==> config.mk <==
export PLATFORM = sky130hd
export DESIGN_NAME = div_unit_iter
export DESIGN_NICKNAME = d
export VERILOG_FILES = /design/src/rtl/div_unit_iter.sv
export SDC_FILE = /design/constraint.sdc
export NUM_CORES = 1
export LEC_CHECK = 0
export CORE_MARGIN = 1.5
export CORE_UTILIZATION = 63
export CTS_CLUSTER_SIZE = 10
export DETAILED_ROUTE_END_ITERATION = 16
export PLACE_DENSITY = 0.87
export SETUP_SLACK_MARGIN = 0.05
export SLEW_MARGIN = 20
export SYNTH_ARGS = -nofsm -noshare
export SYNTH_HDL_FRONTEND = slang
export SYNTH_SLANG_ARGS = --single-unit
==> constraint.sdc <==
create_clock -name clk -period 8 [get_ports clk]
set_input_delay 1.6 -clock clk [delete_from_list [all_inputs] [get_ports clk]]
set_output_delay 1.6 -clock clk [all_outputs]
set_load 0.05 [all_outputs]
==> src/rtl/div_unit_iter.sv <==
// Iterative RV32M divide/remainder unit: restoring shift-subtract, one quotient bit per cycle.
// Results are presented on a register-file write port (wd/wa/we) with a start/busy/done handshake.
module div_unit_iter #(
  parameter int XLEN  = 32,
  parameter int CNT_W = 6
) (
  input  logic            clk,
  input  logic            rst,
  input  logic            start,
  input  logic [1:0]      op,
  input  logic [XLEN-1:0] rs1_val,
  input  logic [XLEN-1:0] rs2_val,
  input  logic [4:0]      rd_idx,
  input  logic            flush,
  output logic            busy,
  output logic            done,
  output logic [XLEN-1:0] wd,
  output logic [4:0]      wa,
  output logic            we
);

  typedef enum logic [1:0] {S_IDLE, S_CALC, S_FIX, S_DONE} state_t;

  localparam logic [XLEN-1:0] ALL_ONES = {XLEN{1'b1}};
  localparam logic [XLEN-1:0] INT_MIN  = {1'b1, {(XLEN-1){1'b0}}};

  state_t            r_state;
  state_t            w_state_nxt;
  logic              r_sel_rem;
  logic              r_neg_q;
  logic              r_neg_r;
  logic [4:0]        r_rd;
  logic [XLEN-1:0]   r_quo;
  logic [XLEN-1:0]   r_rem;
  logic [XLEN-1:0]   r_dvs;
  logic [CNT_W-1:0]  r_cnt;

  logic              w_accept;
  logic              w_signed;
  logic              w_a_neg;
  logic              w_b_neg;
  logic [XLEN-1:0]   w_a_abs;
  logic [XLEN-1:0]   w_b_abs;
  logic              w_div0;
  logic              w_ovf;
  logic              w_special;
  logic [XLEN-1:0]   w_spec_val;
  logic [XLEN:0]     w_shift;
  logic [XLEN:0]     w_trial;
  logic              w_qbit;
  logic [XLEN-1:0]   w_quo_fix;
  logic [XLEN-1:0]   w_rem_fix;
  logic [XLEN-1:0]   w_res;
  logic [4:0]        w_res_wa;

  assign w_accept = (r_state == S_IDLE) && start && !flush;
  assign w_signed = !op[0];
  assign w_a_neg  = w_signed && rs1_val[XLEN-1];
  assign w_b_neg  = w_signed && rs2_val[XLEN-1];
  assign w_a_abs  = w_a_neg ? (~rs1_val + {{(XLEN-1){1'b0}}, 1'b1}) : rs1_val;
  assign w_b_abs  = w_b_neg ? (~rs2_val + {{(XLEN-1){1'b0}}, 1'b1}) : rs2_val;
  assign w_div0   = (rs2_val == {XLEN{1'b0}});
  assign w_ovf    = w_signed && (rs1_val == INT_MIN) && (rs2_val == ALL_ONES);
  assign w_special = w_div0 || w_ovf;

  // Divide-by-zero returns the raw dividend as remainder; signed overflow wraps to INT_MIN.
  always_comb begin
    w_spec_val = {XLEN{1'b0}};
    if (w_div0) begin
      w_spec_val = op[1] ? rs1_val : ALL_ONES;
    end else begin
      w_spec_val = op[1] ? {XLEN{1'b0}} : INT_MIN;
    end
  end

  // The dividend shifts out of r_quo MSB-first while quotient bits shift in at the bottom.
  assign w_shift = {r_rem, r_quo[XLEN-1]};
  assign w_trial = w_shift - {1'b0, r_dvs};
  assign w_qbit  = !w_trial[XLEN];

  assign w_quo_fix = r_neg_q ? (~r_quo + {{(XLEN-1){1'b0}}, 1'b1}) : r_quo;
  assign w_rem_fix = r_neg_r ? (~r_rem + {{(XLEN-1){1'b0}}, 1'b1}) : r_rem;
  assign w_res     = (r_state == S_IDLE) ? w_spec_val : (r_sel_rem ? w_rem_fix : w_quo_fix);
  assign w_res_wa  = (r_state == S_IDLE) ? rd_idx : r_rd;

  always_comb begin
    w_state_nxt = r_state;
    case (r_state)
      S_IDLE: begin
        if (w_accept) begin
          w_state_nxt = w_special ? S_DONE : S_CALC;
        end else begin
          w_state_nxt = S_IDLE;
        end
      end
      S_CALC: begin
        if (r_cnt == {CNT_W{1'b0}}) begin
          w_state_nxt = S_FIX;
        end else begin
          w_state_nxt = S_CALC;
        end
      end
      S_FIX:   w_state_nxt = S_DONE;
      S_DONE:  w_state_nxt = S_IDLE;
      default: w_state_nxt = S_IDLE;
    endcase
    if (flush) begin
      w_state_nxt = S_IDLE;
    end
  end

  always_ff @(posedge clk or posedge rst) begin
    if (rst) begin
      r_state <= S_IDLE;
    end else begin
      r_state <= w_state_nxt;
    end
  end

  always_ff @(posedge clk or posedge rst) begin
    if (rst) begin
      r_sel_rem <= 1'b0;
      r_neg_q   <= 1'b0;
      r_neg_r   <= 1'b0;
      r_rd      <= 5'd0;
      r_quo     <= {XLEN{1'b0}};
      r_rem     <= {XLEN{1'b0}};
      r_dvs     <= {XLEN{1'b0}};
      r_cnt     <= {CNT_W{1'b0}};
    end else if (w_accept) begin
      r_sel_rem <= op[1];
      r_neg_q   <= w_a_neg ^ w_b_neg;
      r_neg_r   <= w_a_neg;
      r_rd      <= rd_idx;
      r_quo     <= w_a_abs;
      r_rem     <= {XLEN{1'b0}};
      r_dvs     <= w_b_abs;
      r_cnt     <= CNT_W'(XLEN - 1);
    end else if (r_state == S_CALC) begin
      r_rem <= w_qbit ? w_trial[XLEN-1:0] : w_shift[XLEN-1:0];
      r_quo <= {r_quo[XLEN-2:0], w_qbit};
      if (r_cnt != {CNT_W{1'b0}}) begin
        r_cnt <= r_cnt - {{(CNT_W-1){1'b0}}, 1'b1};
      end
    end
  end

  // Write-port outputs: wd/wa only move when a result is delivered.
  always_ff @(posedge clk or posedge rst) begin
    if (rst) begin
      busy <= 1'b0;
      done <= 1'b0;
      we   <= 1'b0;
      wd   <= {XLEN{1'b0}};
      wa   <= 5'd0;
    end else begin
      busy <= (w_state_nxt != S_IDLE);
      done <= (w_state_nxt == S_DONE);
      we   <= (w_state_nxt == S_DONE) && (w_res_wa != 5'd0);
      if (w_state_nxt == S_DONE) begin
        wd <= w_res;
        wa <= w_res_wa;
      end
    end
  end

endmodule
==> results of run 1 <==
==> report_power, final <==
group	leakage [nW]	switching (mW)	internal, mW	total (mW)
logic	3.18	1.06	0.816	1.87
registers	1.96	0.238	0.917	1.15
clock network	0.311	0.353	0.530	0.882
==> layout make-up <==
cell class / count / area, um^2
multi-input cells: 1064 / 6910
repair buffers: 126 / 1230
clock inverters: 15 / 214
well taps: 225 / 282
flip-flops and latches: 152 / 3800
inverters: 62 / 238
fillers: 1291 / 4250
clock buffers: 17 / 425
==> placed cells by master, fill, tap and decap left out, drive strengths merged, types with 23 or more instances in the layout <==
master         count
o21ai            156
nand2            155
dfrtp            152
xnor2            116
clkdlybuf4s50    114
a21oi             84
nor2              83
inv               68
nand3             39
xor2              38
ha                38
a22oi             32
mux2i             32
o31ai             31
nor3              26
o41ai             23
==> logic make-up after synthesis <==
kind of cell,after synthesis,synth area share
and+or+nand+nor,420,0.182
AOI/OAI and AO/OA,419,0.239
DFF,152,0.339
xor gates and xnor gates,154,0.120
muxes,32,0.0285
adders and majority gates,39,0.0442
buffers and inverters,135,0.0469
==> flip-flops by register name (all words and copies together) (netlist names), 2 cells and up <==
signal   count
r_cnt        6
r_dvs       32
r_quo       32
r_rd         5
r_rem       32
r_state      2
wa           5
wd          32
==> synthesized netlist by cell type (all sizes together), types with 15 or more instances <==
cell    count  area [um^2]
a31oi      15         93.8
nor3       26          130
dfrtp     152         3800
nand2     155          584
o21ai     156          781
o31ai      31          262
inv        62          233
or3        21          141
nor2       83          312
a21oi      84          420
clkbuf     60          225
mux2i      32          320
o22ai      22          156
a22oi      32          240
ha         38          475
nand2b     22          138
xor2       38          333
nand3      39          195
o41ai      23          277
xnor2     116         1020
==> layer usage <==
layer / vias to the layer above / routed length [um] / global-route usage
met5: - / 0 / 0
met4: 0 / 971 / 0.133
met3: 99 / 2550 / 0.0705
met2: 557 / 14600 / 0.550
met1: 5032 / 13000 / 0.452
li1: 4989 / - / -
==> through the flow <==
step	area [um^2]	setup slack, ns	util	power, mW	instances
2_1_floorplan	11200	2.31	-	2.52	1351
3_3_place_gp	12500	2.65	0.718	2.92	1629
3_5_place_dp	12500	2.53	0.718	2.96	1629
4_1_cts	13100	2.98	0.755	3.87	1661
5_1_grt	13100	2.68	0.755	4.14	1661
6_report	13100	2.88	0.755	3.91	1661
==> critical path: stages <==
cell and delay (ns):
clkdlybuf4s50_1 0.50, nor4_1 0.57, nand2_1 0.22, nor4_2 0.31, and3_1 0.28, and3_1 0.34
a221oi_1 0.16, or3_2 0.66, buf_4 0.39, o41ai_1 0.40
==> path summary, 6_finish.rpt <==
check	start	endpoint	depth (start not counted)
min	r_dvs[21]	r_dvs[21]	2
max	rs1_val[6]	wd[11]	10
max reg2reg	r_rem[4]	r_rem[0]	10
min reg2reg	r_dvs[21]	r_dvs[21]	2
max in group asynchronous	rst	r_dvs[7]	3
min in group asynchronous	rst	r_quo[21]	2
==> flow_summary.ini, run 1 <==
[logic_synthesis]
ys.flop_type = dfrtp_1
yosysWarnings = 0
syn_area_um2 = 11200
syn_nets = 1465
ys_ff_latch = 152
synth_edf_count = 0
async_flop_share = 1.00
yosysUniqueCellTypes = 68
synth_seq_area_share = 0.339
postSynthAreaPerCell_um2 = 8.31
syn_inst = 1351

[routing]
vias_per_cell = 6.43
vias = 10677
drc_errors = 0
detail-route-antenna-nets = 0
routed_wl_mm = 31.1
wire_per_inst_um = 18.7
firstDrtPassIters = 6
drt_iter0_markers = 1323

[final_layout]
drive_gt1_frac = 0.0571
area_growth_pct = 16.8
insertedDiodeCount = 0
final_nets = 1537

[sta]
max_freq_ghz = 0.195
fin_setup_tns_ns = 0
setup_violations = 0
relSlewSlack = 0.309
rsz0062_at_grt = no
holdWs_ns = 0.478
min_period_ns = 5.12
tightest_slew_ns = 1.04
final-hold-violation-count = 0
period_share = 0.640
worst_clock_skew_ns = 0.00961
final_max_slew_viol_count = 0

[clock_network]
cts-root-buf = clkbuf_16
htreeDepth = 4
clk_latency_ns = 0.44
holdBufCountCts = 0
cts_max_path_buffers = 2
cts.clk_slew.worst_paths_ns = 0.07
cts_tree = built
clock-sinks = 152
postCtsSetupBuffers = 0
cts_buffers = 17
postCtsResizedCells = 0

[floorplan]
die_x_um = 136
start_util = 0.646
io_pins = 115
die-height_um = 136
die_area_um2 = 18600
coreArea_um2 = 17400
placementRows = 48

[setup_path]
critPathKind = in -> reg
worst_setup_path_start_kind = input pin
crit_required_ns = 8.33
critical_path_arrival_ns = 5.44
cp_max_fo = 43
endpoint_kind = flip-flop
reg2reg_slack_ns = 4.08

[status]
status = finished, final reports clean

[grt]
grt_pass1_vias = 10142
grt_first_pass_wirelength_mm = 50.2
gr-total-overflow = 0
grt_start_max_net_pins = 92
antenna_found_initial = 0
grtUsageTotal = 0.342

[placement]
place_congestion = 0.942
place.port_buffers = 114
dpl.hpwl_mm = 22.1

[flow_run]
maxCapViolCount = 0

[power_and_ir_drop]
power_density_nw_per_um2 = 299
peakVddDrop_uv = 216
p_leak_nw = 5.46

[hold_path]
hold_class = reg -> reg
Power figures use the tool's default switching activity.
==> run 2: changes to the inputs <==
- CORE_UTILIZATION: 63 -> 53
- PLACE_DENSITY: 0.87 -> 0.78
- clock period: 8 -> 4.2 ns (I/O delays scaled with it)
==> flow_summary.ini, run 2 (same netlist as run 1, synthesis figures left out) <==
[status]
status = finished, final reports clean

[clock_network]
cts.clk_slew.worst_paths_ns = 0.06
cts_max_path_buffers = 2
cts-root-buf = clkbuf_16
cts_tree = built
postCtsSetupBuffers = 0
holdBufCountCts = 0
clk_latency_ns = 0.43
htreeDepth = 4
postCtsResizedCells = 0
clock-sinks = 152
cts_buffers = 17

[power_and_ir_drop]
switching_power_mw = 3.03
swShare = 0.415
seq_power_share = 0.299
p_leak_nw = 5.53
peakVddDrop_uv = 316
p_comb_frac = 0.494
clockPowerShare = 0.207
power_density_nw_per_um2 = 549
internal-power_mw = 4.27

[sta]
period_share = 0.938
min_period_ns = 3.94
final_max_slew_viol_count = 0
final-hold-violation-count = 0
relSlewSlack = 0.277
worst_clock_skew_ns = 0.0113
setup_violations = 0
rsz0062_at_grt = no
max_freq_ghz = 0.254
fin_setup_tns_ns = 0
setup_slack_ns = 0.261
tightest_slew_ns = 1.09

[grt]
gr-usage-met1 = 0.394
gr-total-overflow = 0
grt_pass1_vias = 9825
antenna_found_initial = 1
busiest_layer = met2
grt_use_met3 = 0.0350
grt_start_max_net_pins = 153
met2_usage = 0.443
grt_first_pass_wirelength_mm = 49.6
grtUsageTotal = 0.279

[routing]
vias_per_cell = 6.07
routed_wl_mm = 30.5
drt_iter0_markers = 933
drc_errors = 0
firstDrtPassIters = 5
wire_per_inst_um = 17.6
detail-route-antenna-nets = 0
vias = 10507

[setup_path]
cp_max_fo = 13
worst_setup_path_start_kind = flip-flop
endpoint_kind = flip-flop
crit_required_ns = 4.48
critical_path_arrival_ns = 4.22
critPathKind = reg -> reg

[final_layout]
insertedDiodeCount = 0
area_growth_pct = 18.5
drive_gt1_frac = 0.0686
final_common_cell = o21ai_0
final_nets = 1558
mostFrequentLayoutCells = 156 x o21ai_0, 154 x nand2_1, 152 x dfrtp_1, 115 x xnor2_1, 114 x clkdlybuf4s50_1

[placement]
dpl.hpwl_mm = 22.1
place.port_buffers = 114
dp_slack_ns = 0.0706
place_congestion = 0.926

[floorplan]
die_x_um = 149
io_pins = 115
coreArea_um2 = 20900
start_util = 0.537
placementRows = 53
die-height_um = 149
die_area_um2 = 22100

[flow_run]
maxCapViolCount = 0

[hold_path]
hold_class = reg -> reg
## run 2: cell count changes in the layout (fill, tap and decap cells not counted), sizes merged
| cell | before | now |
|---|---|---|
| buf | 12 | 33 |
| inv | 68 | 62 |
| clkbuf | 17 | 21 |
| clkinvlp | 1 | 4 |
| bufinv | 4 | 2 |
| clkinv | 4 | 5 |
## run 2: worst paths after layout
| check | endpoint | from | cells past startpoint | slack (ns) |
|---|---|---|---|---|
| setup / recovery | r_rem[6] | r_quo[31] | 13 | 0.26 |
| hold reg to reg | wd[20] | wd[20] | 2 | 0.47 |
| max in group asynchronous | r_dvs[21] | rst | 3 | 2.57 |
| setup reg to reg | r_rem[6] | r_quo[31] | 13 | 0.26 |
| min in group asynchronous | done | rst | 3 | 1.02 |
| hold / removal | wd[20] | wd[20] | 2 | 0.47 |
## run 2: metal layers
layer | vias to the layer above | wire length [um]
li1 | 5037 | -
met1 | 4999 | 13700
met2 | 422 | 14100
met3 | 49 | 1920
met4 | 0 | 679
met5 | - | 0
## run 2: worst max-delay path: stages (launching register included)
cell      delay, ns
dfrtp_1        0.37
inv_1          0.10
ha_1           0.25
fa_1           0.40
nand2b_1       0.21
a21o_1         0.22
a211oi_1       0.27
or2_1          0.22
a41o_1         0.30
a221oi_2       0.12
xnor2_2        0.67
buf_4          0.31
mux2i_1        0.23
o21ai_0        0.12
## run 2: final cells by class
type	instances	area, um^2
fill	1770	7590
multi-input combinational	1064	6910
sequential	152	3800
timing repair buffer	147	1430
clock buffer	21	450
tap	275	344
inverter	62	236
clock inverter	11	124
## run 2: power groups by stage
stage / registers (mW) / logic [mW] / clock network, mW
finish: 2.18 / 3.61 / 1.51
global route: 2.22 / 3.97 / 1.59
CTS: 2.16 / 3.58 / 1.52
detailed placement: 2.18 / 3.54 / 0
global placement: 2.17 / 3.46 / 0
floorplan: 2.05 / 2.75 / 0
## run 2: stage by stage
step | area [um^2] | cells | power, mW | util | hold WS (ns)
floorplan | 11200 | 1351 | 4.79 | - | 0.450
global placement | 12700 | 1700 | 5.63 | 0.609 | 0.460
detailed placement | 12700 | 1700 | 5.72 | 0.609 | 0.465
CTS | 13300 | 1732 | 7.26 | 0.636 | 0.479
global route | 13300 | 1732 | 7.78 | 0.636 | 0.497
finish | 13300 | 1732 | 7.31 | 0.636 | 0.474
==> run 3: changes to the inputs <==
- ABC_CLOCK_PERIOD_IN_PS: unset -> 4200
==> results of run 3 <==
The final DEF is identical to that of run 2; final timing and power are the same.
